File: config.mk
export PLATFORM = sky130hd
export DESIGN_NAME = ntm_matrix_feeder
export DESIGN_NICKNAME = d
export VERILOG_FILES = /design/src/rtl/ntm_matrix_feeder_pkg.sv /design/src/rtl/ntm_index_counter_2d.sv /design/src/rtl/ntm_matrix_feeder.sv
export SDC_FILE = /design/constraint.sdc
export NUM_CORES = 1
export LEC_CHECK = 0
export CAP_MARGIN = 20
export CORE_MARGIN = 2
export CORE_UTILIZATION = 40
export CTS_CLUSTER_SIZE = 28
export DETAILED_ROUTE_END_ITERATION = 7
export GPL_TIMING_DRIVEN = 0
export PLACE_DENSITY_LB_ADDON = 0.12
export SETUP_SLACK_MARGIN = 0.02
export SLEW_MARGIN = 20
export SYNTH_ARGS = -nofsm -noshare
export SYNTH_HDL_FRONTEND = slang
export SYNTH_SLANG_ARGS = --single-unit
File: constraint.sdc
create_clock -name CLK -period 3.35 [get_ports CLK]
set_input_delay 0.67 -clock CLK [delete_from_list [all_inputs] [get_ports CLK]]
set_output_delay 0.67 -clock CLK [all_outputs]
set_load 0.02 [all_outputs]
File: src/rtl/ntm_matrix_feeder_pkg.sv
// ntm_matrix_feeder_pkg: shared types and default sizes for the matrix feeder.
//   state_t            feeder FSM state encoding
//   *_DEF              default element, index and address widths
//   TIMEOUT_CYCLES_DEF default acknowledge timeout (used with NTM_MATRIX_FEEDER_TIMEOUT_EN)
package ntm_matrix_feeder_pkg;

    localparam int unsigned DATA_SIZE_DEF      = 128;
    localparam int unsigned INDEX_SIZE_DEF     = 16;
    localparam int unsigned ADDR_SIZE_DEF      = 32;
    localparam int unsigned TIMEOUT_CYCLES_DEF = 1024;

    typedef enum logic [2:0] {
        IDLE     = 3'd0,
        READ     = 3'd1,
        LOAD     = 3'd2,
        PRESENT  = 3'd3,
        WAIT_ACK = 3'd4,
        DONE     = 3'd5
    } state_t;

endpackage

File: src/rtl/ntm_index_counter_2d.sv
// ntm_index_counter_2d: row (l) / column (x) position counters for a row-major walk.
//   clk, rst_n      clock, async active-low reset
//   clear           synchronous return to (0,0)
//   inc_x           advance to the next column of the current row
//   next_row        advance to column 0 of the next row (wins over inc_x)
//   size_l, size_x  matrix dimensions used for the last-row/last-column flags
//   x               current column
//   last_col_c      x is the final column
//   last_row_c      l is the final row
module ntm_index_counter_2d #(
    parameter int unsigned INDEX_SIZE = 16
) (
    input  logic                  clk,
    input  logic                  rst_n,
    input  logic                  clear,
    input  logic                  inc_x,
    input  logic                  next_row,
    input  logic [INDEX_SIZE-1:0] size_l,
    input  logic [INDEX_SIZE-1:0] size_x,
    output logic [INDEX_SIZE-1:0] x,
    output logic                  last_col_c,
    output logic                  last_row_c
);

    logic [INDEX_SIZE-1:0] l_q;
    logic [INDEX_SIZE-1:0] x_q;

    // Position registers
    always_ff @(posedge clk or negedge rst_n) begin
        if (!rst_n) begin
            l_q <= '0;
            x_q <= '0;
        end else if (clear) begin
            l_q <= '0;
            x_q <= '0;
        end else if (next_row) begin
            l_q <= l_q + INDEX_SIZE'(1);
            x_q <= '0;
        end else if (inc_x) begin
            x_q <= x_q + INDEX_SIZE'(1);
        end
    end

    // Flags are only meaningful for non-zero sizes; zero-size transfers never walk
    assign last_col_c = (x_q == size_x - INDEX_SIZE'(1));
    assign last_row_c = (l_q == size_l - INDEX_SIZE'(1));
    assign x          = x_q;

endmodule

File: src/rtl/ntm_matrix_feeder.sv
// ntm_matrix_feeder: streams an L x X row-major weight matrix from a synchronous-read
// buffer into the accelerator using the enable-strobe handshake.
//   CLK, RST                      clock, async active-low reset
//   START, READY, BUSY            transfer request, completion pulse, activity flag
//   SIZE_L_IN, SIZE_X_IN          row / column counts, latched on START
//   BASE_ADDR                     buffer address of element (0,0), latched on START
//   MEM_RE, MEM_ADDR, MEM_DATA    buffer read port (data one cycle after MEM_RE)
//   W_IN                          element to the accelerator, held until the next load
//   W_IN_L_ENABLE, W_IN_X_ENABLE  row-start and element-valid pulses
//   W_OUT_L_ENABLE, W_OUT_X_ENABLE accelerator row-done / element-consumed acknowledges
//   ERROR                         sticky acknowledge timeout (only with NTM_MATRIX_FEEDER_TIMEOUT_EN)
// Optional feature macro: NTM_MATRIX_FEEDER_TIMEOUT_EN adds TIMEOUT_CYCLES and ERROR.
module ntm_matrix_feeder
    import ntm_matrix_feeder_pkg::*;
#(
    parameter int unsigned DATA_SIZE  = DATA_SIZE_DEF,
    parameter int unsigned INDEX_SIZE = INDEX_SIZE_DEF,
    parameter int unsigned ADDR_SIZE  = ADDR_SIZE_DEF
`ifdef NTM_MATRIX_FEEDER_TIMEOUT_EN
    ,
    parameter int unsigned TIMEOUT_CYCLES = TIMEOUT_CYCLES_DEF
`endif
) (
    input  logic                  CLK,
    input  logic                  RST,
    input  logic                  START,
    output logic                  READY,
    output logic                  BUSY,
    input  logic [INDEX_SIZE-1:0] SIZE_L_IN,
    input  logic [INDEX_SIZE-1:0] SIZE_X_IN,
    input  logic [ADDR_SIZE-1:0]  BASE_ADDR,
    output logic                  MEM_RE,
    output logic [ADDR_SIZE-1:0]  MEM_ADDR,
    input  logic [DATA_SIZE-1:0]  MEM_DATA,
    output logic [DATA_SIZE-1:0]  W_IN,
    output logic                  W_IN_L_ENABLE,
    output logic                  W_IN_X_ENABLE,
    input  logic                  W_OUT_L_ENABLE,
    input  logic                  W_OUT_X_ENABLE
`ifdef NTM_MATRIX_FEEDER_TIMEOUT_EN
    ,
    output logic                  ERROR
`endif
);

    state_t                state_q;
    state_t                state_d;
    logic [INDEX_SIZE-1:0] size_l_q;
    logic [INDEX_SIZE-1:0] size_x_q;
    logic [INDEX_SIZE-1:0] x;
    logic                  last_col_c;
    logic                  last_row_c;
    logic                  latch_c;
    logic                  inc_x_c;
    logic                  next_row_c;
    logic                  addr_inc_c;

`ifdef NTM_MATRIX_FEEDER_TIMEOUT_EN
    localparam int unsigned TMO_W = $clog2(TIMEOUT_CYCLES) + 1;
    logic [TMO_W-1:0] tmo_cnt_q;
    logic             tmo_fire_c;
`endif

    // Row / column position tracking
    ntm_index_counter_2d #(
        .INDEX_SIZE (INDEX_SIZE)
    ) u_index (
        .clk        (CLK),
        .rst_n      (RST),
        .clear      (latch_c),
        .inc_x      (inc_x_c),
        .next_row   (next_row_c),
        .size_l     (size_l_q),
        .size_x     (size_x_q),
        .x          (x),
        .last_col_c (last_col_c),
        .last_row_c (last_row_c)
    );

    // State register
    always_ff @(posedge CLK or negedge RST) begin
        if (!RST) begin
            state_q <= IDLE;
        end else begin
            state_q <= state_d;
        end
    end

    // Next-state and control decode
    always_comb begin
        state_d    = state_q;
        latch_c    = 1'b0;
        inc_x_c    = 1'b0;
        next_row_c = 1'b0;
        addr_inc_c = 1'b0;
`ifdef NTM_MATRIX_FEEDER_TIMEOUT_EN
        tmo_fire_c = 1'b0;
`endif
        case (state_q)
            IDLE: begin
                if (START) begin
                    latch_c = 1'b1;
                    if ((SIZE_L_IN == '0) || (SIZE_X_IN == '0)) begin
                        state_d = DONE;
                    end else begin
                        state_d = READ;
                    end
                end
            end
            READ:    state_d = LOAD;
            LOAD:    state_d = PRESENT;
            PRESENT: state_d = WAIT_ACK;
            WAIT_ACK: begin
                // Column ack outranks row ack; mismatched acks are dropped
                if (W_OUT_X_ENABLE && !last_col_c) begin
                    inc_x_c    = 1'b1;
                    addr_inc_c = 1'b1;
                    state_d    = READ;
                end else if (W_OUT_L_ENABLE && last_col_c && !last_row_c) begin
                    next_row_c = 1'b1;
                    addr_inc_c = 1'b1;
                    state_d    = READ;
                end else if (W_OUT_L_ENABLE && last_col_c && last_row_c) begin
                    state_d = DONE;
                end
`ifdef NTM_MATRIX_FEEDER_TIMEOUT_EN
                else if (tmo_cnt_q >= TMO_W'(TIMEOUT_CYCLES - 1)) begin
                    tmo_fire_c = 1'b1;
                    state_d    = IDLE;
                end
`endif
            end
            DONE:    state_d = IDLE;
            default: state_d = IDLE;
        endcase
    end

    // Latched transfer parameters and running address (MEM_ADDR is the address register)
    always_ff @(posedge CLK or negedge RST) begin
        if (!RST) begin
            size_l_q <= '0;
            size_x_q <= '0;
            MEM_ADDR <= '0;
        end else if (latch_c) begin
            size_l_q <= SIZE_L_IN;
            size_x_q <= SIZE_X_IN;
            MEM_ADDR <= BASE_ADDR;
        end else if (addr_inc_c) begin
            MEM_ADDR <= MEM_ADDR + ADDR_SIZE'(1);
        end
    end

    // Registered strobes decoded from the state being entered
    always_ff @(posedge CLK or negedge RST) begin
        if (!RST) begin
            READY         <= 1'b0;
            BUSY          <= 1'b0;
            MEM_RE        <= 1'b0;
            W_IN_X_ENABLE <= 1'b0;
            W_IN_L_ENABLE <= 1'b0;
        end else begin
            READY         <= (state_d == DONE);
            BUSY          <= (state_d != IDLE);
            MEM_RE        <= (state_d == READ);
            W_IN_X_ENABLE <= (state_d == PRESENT);
            W_IN_L_ENABLE <= (state_d == PRESENT) && (x == '0);
        end
    end

    // Element capture: buffer data is valid during LOAD
    always_ff @(posedge CLK or negedge RST) begin
        if (!RST) begin
            W_IN <= '0;
        end else if (state_q == LOAD) begin
            W_IN <= MEM_DATA;
        end
    end

`ifdef NTM_MATRIX_FEEDER_TIMEOUT_EN
    // Counts cycles since PRESENT while waiting; zero outside WAIT_ACK
    always_ff @(posedge CLK or negedge RST) begin
        if (!RST) begin
            tmo_cnt_q <= '0;
        end else if (state_d == WAIT_ACK) begin
            tmo_cnt_q <= tmo_cnt_q + TMO_W'(1);
        end else begin
            tmo_cnt_q <= '0;
        end
    end

    // Sticky timeout flag, cleared by the next accepted START
    always_ff @(posedge CLK or negedge RST) begin
        if (!RST) begin
            ERROR <= 1'b0;
        end else if (latch_c) begin
            ERROR <= 1'b0;
        end else if (tmo_fire_c) begin
            ERROR <= 1'b1;
        end
    end
`endif

endmodule

### Word level (Yosys, flattened, before mapping)

Index checks and enable logic that the tools add are counted.
W data, S select, Z words.

* output and inout port bits: 165
* input bits: 197
* word-level logic and storage cells: 64
* register bits after elaboration: 232

* reduce and logical (&&, ||, !) cells: 16
* $add $sub $neg: 5
* equality and inequality tests: 9
* mux-type cells: 22

Operators by type and width (count)
* $mux W16: 5
* $mux W32: 2
* $logic_not A16 Y1: 3
* $add A16 B1 Y16 const B: 2
* $add A32 B1 Y32 const B: 1
* $eq A16 B16 Y1: 2
* $sub A16 B1 Y16 const B: 2
* $mux W3: 5
* $pmux W3 S5: 1
* $eq A3 B2 Y1 const B: 3
* $mux W1: 9
* $eq A3 B1 Y1 const B: 2
* $eq A3 B3 Y1 const B: 2
* $reduce_bool A3 Y1: 2
* $logic_and A1 B1 Y1: 5
* $reduce_bool A2 Y1: 2
* $logic_not A3 Y1: 1
* $logic_not A1 Y1: 2
* $logic_or A1 B1 Y1: 1

### Longest topological paths before layout

* word-level depth: 10
* mapped depth: 14

### Hierarchy

From an unflattened synthesis, not the netlist that was laid out.

* cell total of the unflattened synthesis: 1081
* area, all modules: 11337.1 sq um

Modules (own cells, without submodules)
* ntm_matrix_feeder: cells each 742, area each 8614.5 sq um, instances 1
* ntm_index_counter_2d: cells each 339, area each 2722.6 sq um, instances 1

### Worst setup path after synthesis

OpenSTA, ideal clock, no wires.

* path kind: register to register
* from: reg size_l_q[0]
* to: reg MEM_ADDR[21]
* data required time: 3226 ps
* cell stages (with the launch flop): 13
* data arrival time: 3321 ps
* buffers on the path: 1
* clock period less this slack: 3445 ps
* path slack: -95 ps
* path through: dfrtp_1 > clkbuf_1 > inv_1 > ha_1 > or4b_2 > nor3b_1 > xnor2_1 > o211ai_1 > or4b_1 > o311ai_4 > a211oi_2 > and4_1 > o31a_1

* cells in the longest elaborated chain, start to end: 8

RTL lines
* start, declared: RTL line ntm_matrix_feeder.sv:48 `logic [INDEX_SIZE-1:0] size_l_q;`
* start signal, assigned: RTL line ntm_matrix_feeder.sv:141 `size_l_q <= '0;`
* start signal, assigned: RTL line ntm_matrix_feeder.sv:145 `size_l_q <= SIZE_L_IN;`
* $sub A16 B1 Y16: RTL line ntm_index_counter_2d.sv:46 `assign last_row_c = (l_q == size_l - INDEX_SIZE'(1));`
* $eq A16 B16 Y1: RTL line ntm_index_counter_2d.sv:46
* $logic_not A1 Y1: RTL line ntm_matrix_feeder.sv:119 `end else if (W_OUT_L_ENABLE && last_col_c && !last_row_c) begin`
* $logic_and A1 B1 Y1: RTL line ntm_matrix_feeder.sv:119
* $mux W1: RTL line ntm_matrix_feeder.sv:119
* $mux W1: RTL line ntm_matrix_feeder.sv:115 `if (W_OUT_X_ENABLE && !last_col_c) begin`
* $mux W1: RTL line ntm_matrix_feeder.sv:99 `case (state_q)`
* $reduce_bool A2 Y1 (no line)
* end signal, assigned: RTL line ntm_matrix_feeder.sv:149 `MEM_ADDR <= MEM_ADDR + ADDR_SIZE'(1);`
* end, declared: RTL line ntm_matrix_feeder.sv:33 `output logic [ADDR_SIZE-1:0] MEM_ADDR,`

Every way passes these cells.
A chain may end at the register's enable or synchronous reset.

### Worst setup path in the final report

* from: reg size_l_q[3]
* to: reg MEM_ADDR[21]

Same word-level chain as after synthesis.

==> impl_results.md <==
* Outcome: complete, but fails checks
* Failing checks: setup timing
* Final WL at 38.4 mm
* Max_slew headroom at 14.7%
* Post-DP HPWL at 29.0 mm
* Filler cell count at 2321
* Post-route setup slack at -0.128 ns
* R2R setup slack at -0.13 ns
* Critical path endpoint category: flip-flop
* Cell variety after synth at 72
* Share of layout cells above drive strength 1 at 19.5%
* Startpoint Class: flip-flop
* Avg Inst Size Synth at 10.8 um2
* Clock sinks at 232
* Skew-Pair Late Insertion Delay at 0.57 ns
* Power per cell area at 941 nW/um2
* Core ar. at 27900 um2
* I/O Buffers at 361
* Crit share post-route at 104%
* Mapped Nets at 1259
* Post-synth ARST share at 100%
* Drt pass-1 iters at 5
* Crit Reg-Reg Startpoint: size_l_q[3]
* Initial antenna violation count at 1
* Peak per-stage delay on the critical path at 0.52 ns
* Wire length on met1 at 14.4 mm
* Sequential cell area at 5810 um2
* Tmin final at 3.48 ns
* Io pins at 362
* Fmax at 288 MHz
* Grt total ovfl at 0
* Critical path peak fanout at 8
* Synthesized flop and latch total at 232
* Synth area leaders: dfrtp_1 51%, mux2_2 13%, nand2_1 4.6%
* Die Wd at 173 um
* Seq/Total Area, Yosys at 51.0%
* Pint at 9.82 mW
* GRT Total Usage at 25.2%
* Vias in the first global route at 10300
* DR WL/cell at 20.5 um
* Hold_buf cts at 0
* H-tree depth at 1
* Num CTS Buffers at 28
* Row Count at 61
* Number of vias per cell at 5.30
* Post-Syn Instances at 1056
* Reg power frac at 30.8%
* Clock share of power at 17.6%
* Most common cell on crit path: or3_4
* Routed Antenna Nets at 0
* Remaining DRCs at 0
* Total of max-cap violations at 0
* Die H at 173 um
* Initial DRC count at 543
* Total power at 16.2 mW
* Final Setup Violations at 43
* Ys flop type: dfrtp_1
* Max-slew violation count at 0
* Multi-input gate area at 5730 um2
* Initial cell density of the core at 40.8%
* Dpl cell area at 15600 um2
* Final setup skew at 0.0322 ns
* Arrival @ worst endpoint at 3.91 ns
* CP max stage cell: or4b_4
* Min-Delay Path Class: primary input to asynchronous set/reset pin
* DR WL met3 at 3.43 mm
* CTS tree: yes
* Synth top area share at 51.0%
* Reg2Reg Capture Point: MEM_ADDR[21]
* P&R area growth vs syn at 51.4%
* CP cell instances: or3_4, or3_4, a2111oi_4, o211ai_1, or4b_4, o311ai_4, buf_6, a211oi_4, and4_1, o31a_1
* Switching power at 6.42 mW
* Critical Path RT at 3.78 ns
* Global-route wire length before repair at 59.2 mm
* Nets at 1676
* Leak Pwr at 6.95 nW
* Die area at 29800 um2
* Largest net degree at the start of global routing at 91
* Top routing layer used: met4
* Met2 wire length at 19.4 mm
* Sw Ratio at 39.5%
* Post-synth top cells: 232 x dfrtp_1, 139 x nand2_1, 128 x mux2_2
* Clock Pin Slew Worst Setup and Hold Paths at 0.06 ns
* Combinational power share at 51.5%
* Unrepaired setup endpoints after global routing: true
* Max IR drop VDD at 0.000594 V
* Post-synthesis cell area at 11400 um2
* Pre-CTS setup slack at -0.670 ns
* CTS Buffer Depth at 3
* Detailed-route via count at 9913
* Number of synthesized flops with an enable pin at 0
* Worst-margin pin slew at 1.28 ns
* Largest area contributor in the netlist: dfrtp_1
* GPL Wtd Cong at 0.855
* Post-Layout Inst Area at 17200 um2
* Number of cells on the worst reg-to-reg path at 10
* Count leader, synth: dfrtp_1
* Clock root buffer: clkbuf_16
* Hold Vio Cnt, Final at 0
* Warnings from Yosys at 0
* Setup CP Type: flip-flop to flip-flop
-- routing by layer --
layer,vias up,track usage (%)
li1,4588,-
met1,4870,29.0
met2,372,44.6
met3,83,8.31
met4,0,7.31
met5,-,0
-- cell usage in the layout, fill, tap and decap left out, types with 5 or more instances in the layout --
cell type and instances:
nor2_1 37, clkbuf_1 56, and2_1 6, mux2_2 128, clkdlybuf4s50_1 360, xor2_1 12
a211oi_4 5, a211oi_2 5, buf_6 6, buf_1 5, o21ai_1 20, a211oi_1 7
or4_1 5, nand2_1 139, nor3_1 15, a21oi_1 17, nand4_1 15, nor4_1 13
mux2i_1 13, xnor2_1 50, dfrtp_2 5, o211ai_1 7, nand3b_1 5, buf_4 21
inv_1 20, clkbuf_16 30, or3_1 9, a2111oi_4 8, a31oi_1 10, and3_1 29
dfrtp_1 227, xnor2_2 5, o21ai_0 23, nand2b_1 12, clkbuf_8 9, nand3_1 36
-- flip-flops by register name (all words and copies together) (netlist names), 3 cells and up --
| name | flops |
|---|---|
| size_l_q | 16 |
| u_index.x | 16 |
| u_index.l_q | 16 |
| MEM_ADDR | 32 |
| size_x_q | 16 |
| state_q | 3 |
| W_IN | 128 |
-- through the flow --
step           hold WS [ns]  utilization [%]  cells  TNS [ns]
5_1_grt              0.0913             61.7   1871     -7.22
6_report             0.0686             61.7   1871     -3.49
3_3_place_gp          0.489             55.5   1795  -2066.77
2_1_floorplan         0.374                -   1056         0
3_5_place_dp          0.495             55.7   1797    -32.69
4_1_cts              0.0611             60.5   1862    -0.741
-- cell type report --
cell class | instances | share of cell area (%)
multi-input cells | 735 | 33.2
clock buffers | 44 | 4.70
inverters | 24 | 0.522
well taps | 378 | 2.74
repair buffers | 391 | 22.8
clock inverters | 5 | 0.290
diodes | 1 | 0.0145
flip-flops and latches | 232 | 33.7
plain buffers | 61 | 1.98
-- power by group through the flow --
stage	registers, mW	logic [mW]	clock network [mW]
after floorplan	6.05	3.22	0
after global placement	4.94	7.82	0
after detailed placement	4.97	7.90	0
after CTS	4.96	8.27	2.92
after global routing	5.16	8.91	3.05
final	5.01	8.37	2.86
-- worst max path at each step --
stage	startpoint	to	slack, ns	cells past startpoint
after detailed placement	size_x_q[0]	u_index.x[9]	-0.67	13
final	size_l_q[3]	MEM_ADDR[21]	-0.13	10
after global routing	size_l_q[3]	MEM_ADDR[6]	-0.23	11
after CTS	size_l_q[2]	MEM_ADDR[25]	-0.08	11
after floorplan	size_l_q[0]	MEM_ADDR[21]	0.04	12
after global placement	RST	W_IN[64]	-8.81	1
-- worst max-delay path: cells and delay by family, from the launching register on --
kind                   cells  cell delay (ns)
and+or+nand+nor            4             1.55
buffers and inverters      1             0.23
AOI/OAI and AO/OA          5             1.12
DFF                        1             0.46
-- cells by family (layout without fill, tap and decap cells) --
family	count (synthesis)	in the layout	synth area share, %
AND/OR/NAND/NOR	371	371	16.6
other	0	1	0
XOR/XNOR	70	70	5.76
AO/OA/AOI/OAI	147	147	9.24
multiplexers	141	141	13.8
flip-flops	232	232	51.0
buffers and inverters	89	525	3.00
adder cells (fa/ha/maj)	6	6	0.659
-- what timing repair did --
action,4_1_cts,5_1_grt
setup endpoints to repair,68,68
pin swaps,19,34
setup buffers,17,7
gates resized for setup,84,52
hold endpoints to repair,0,0
cloned,1,3
Note: power is estimated with default switching activity, not from simulation.
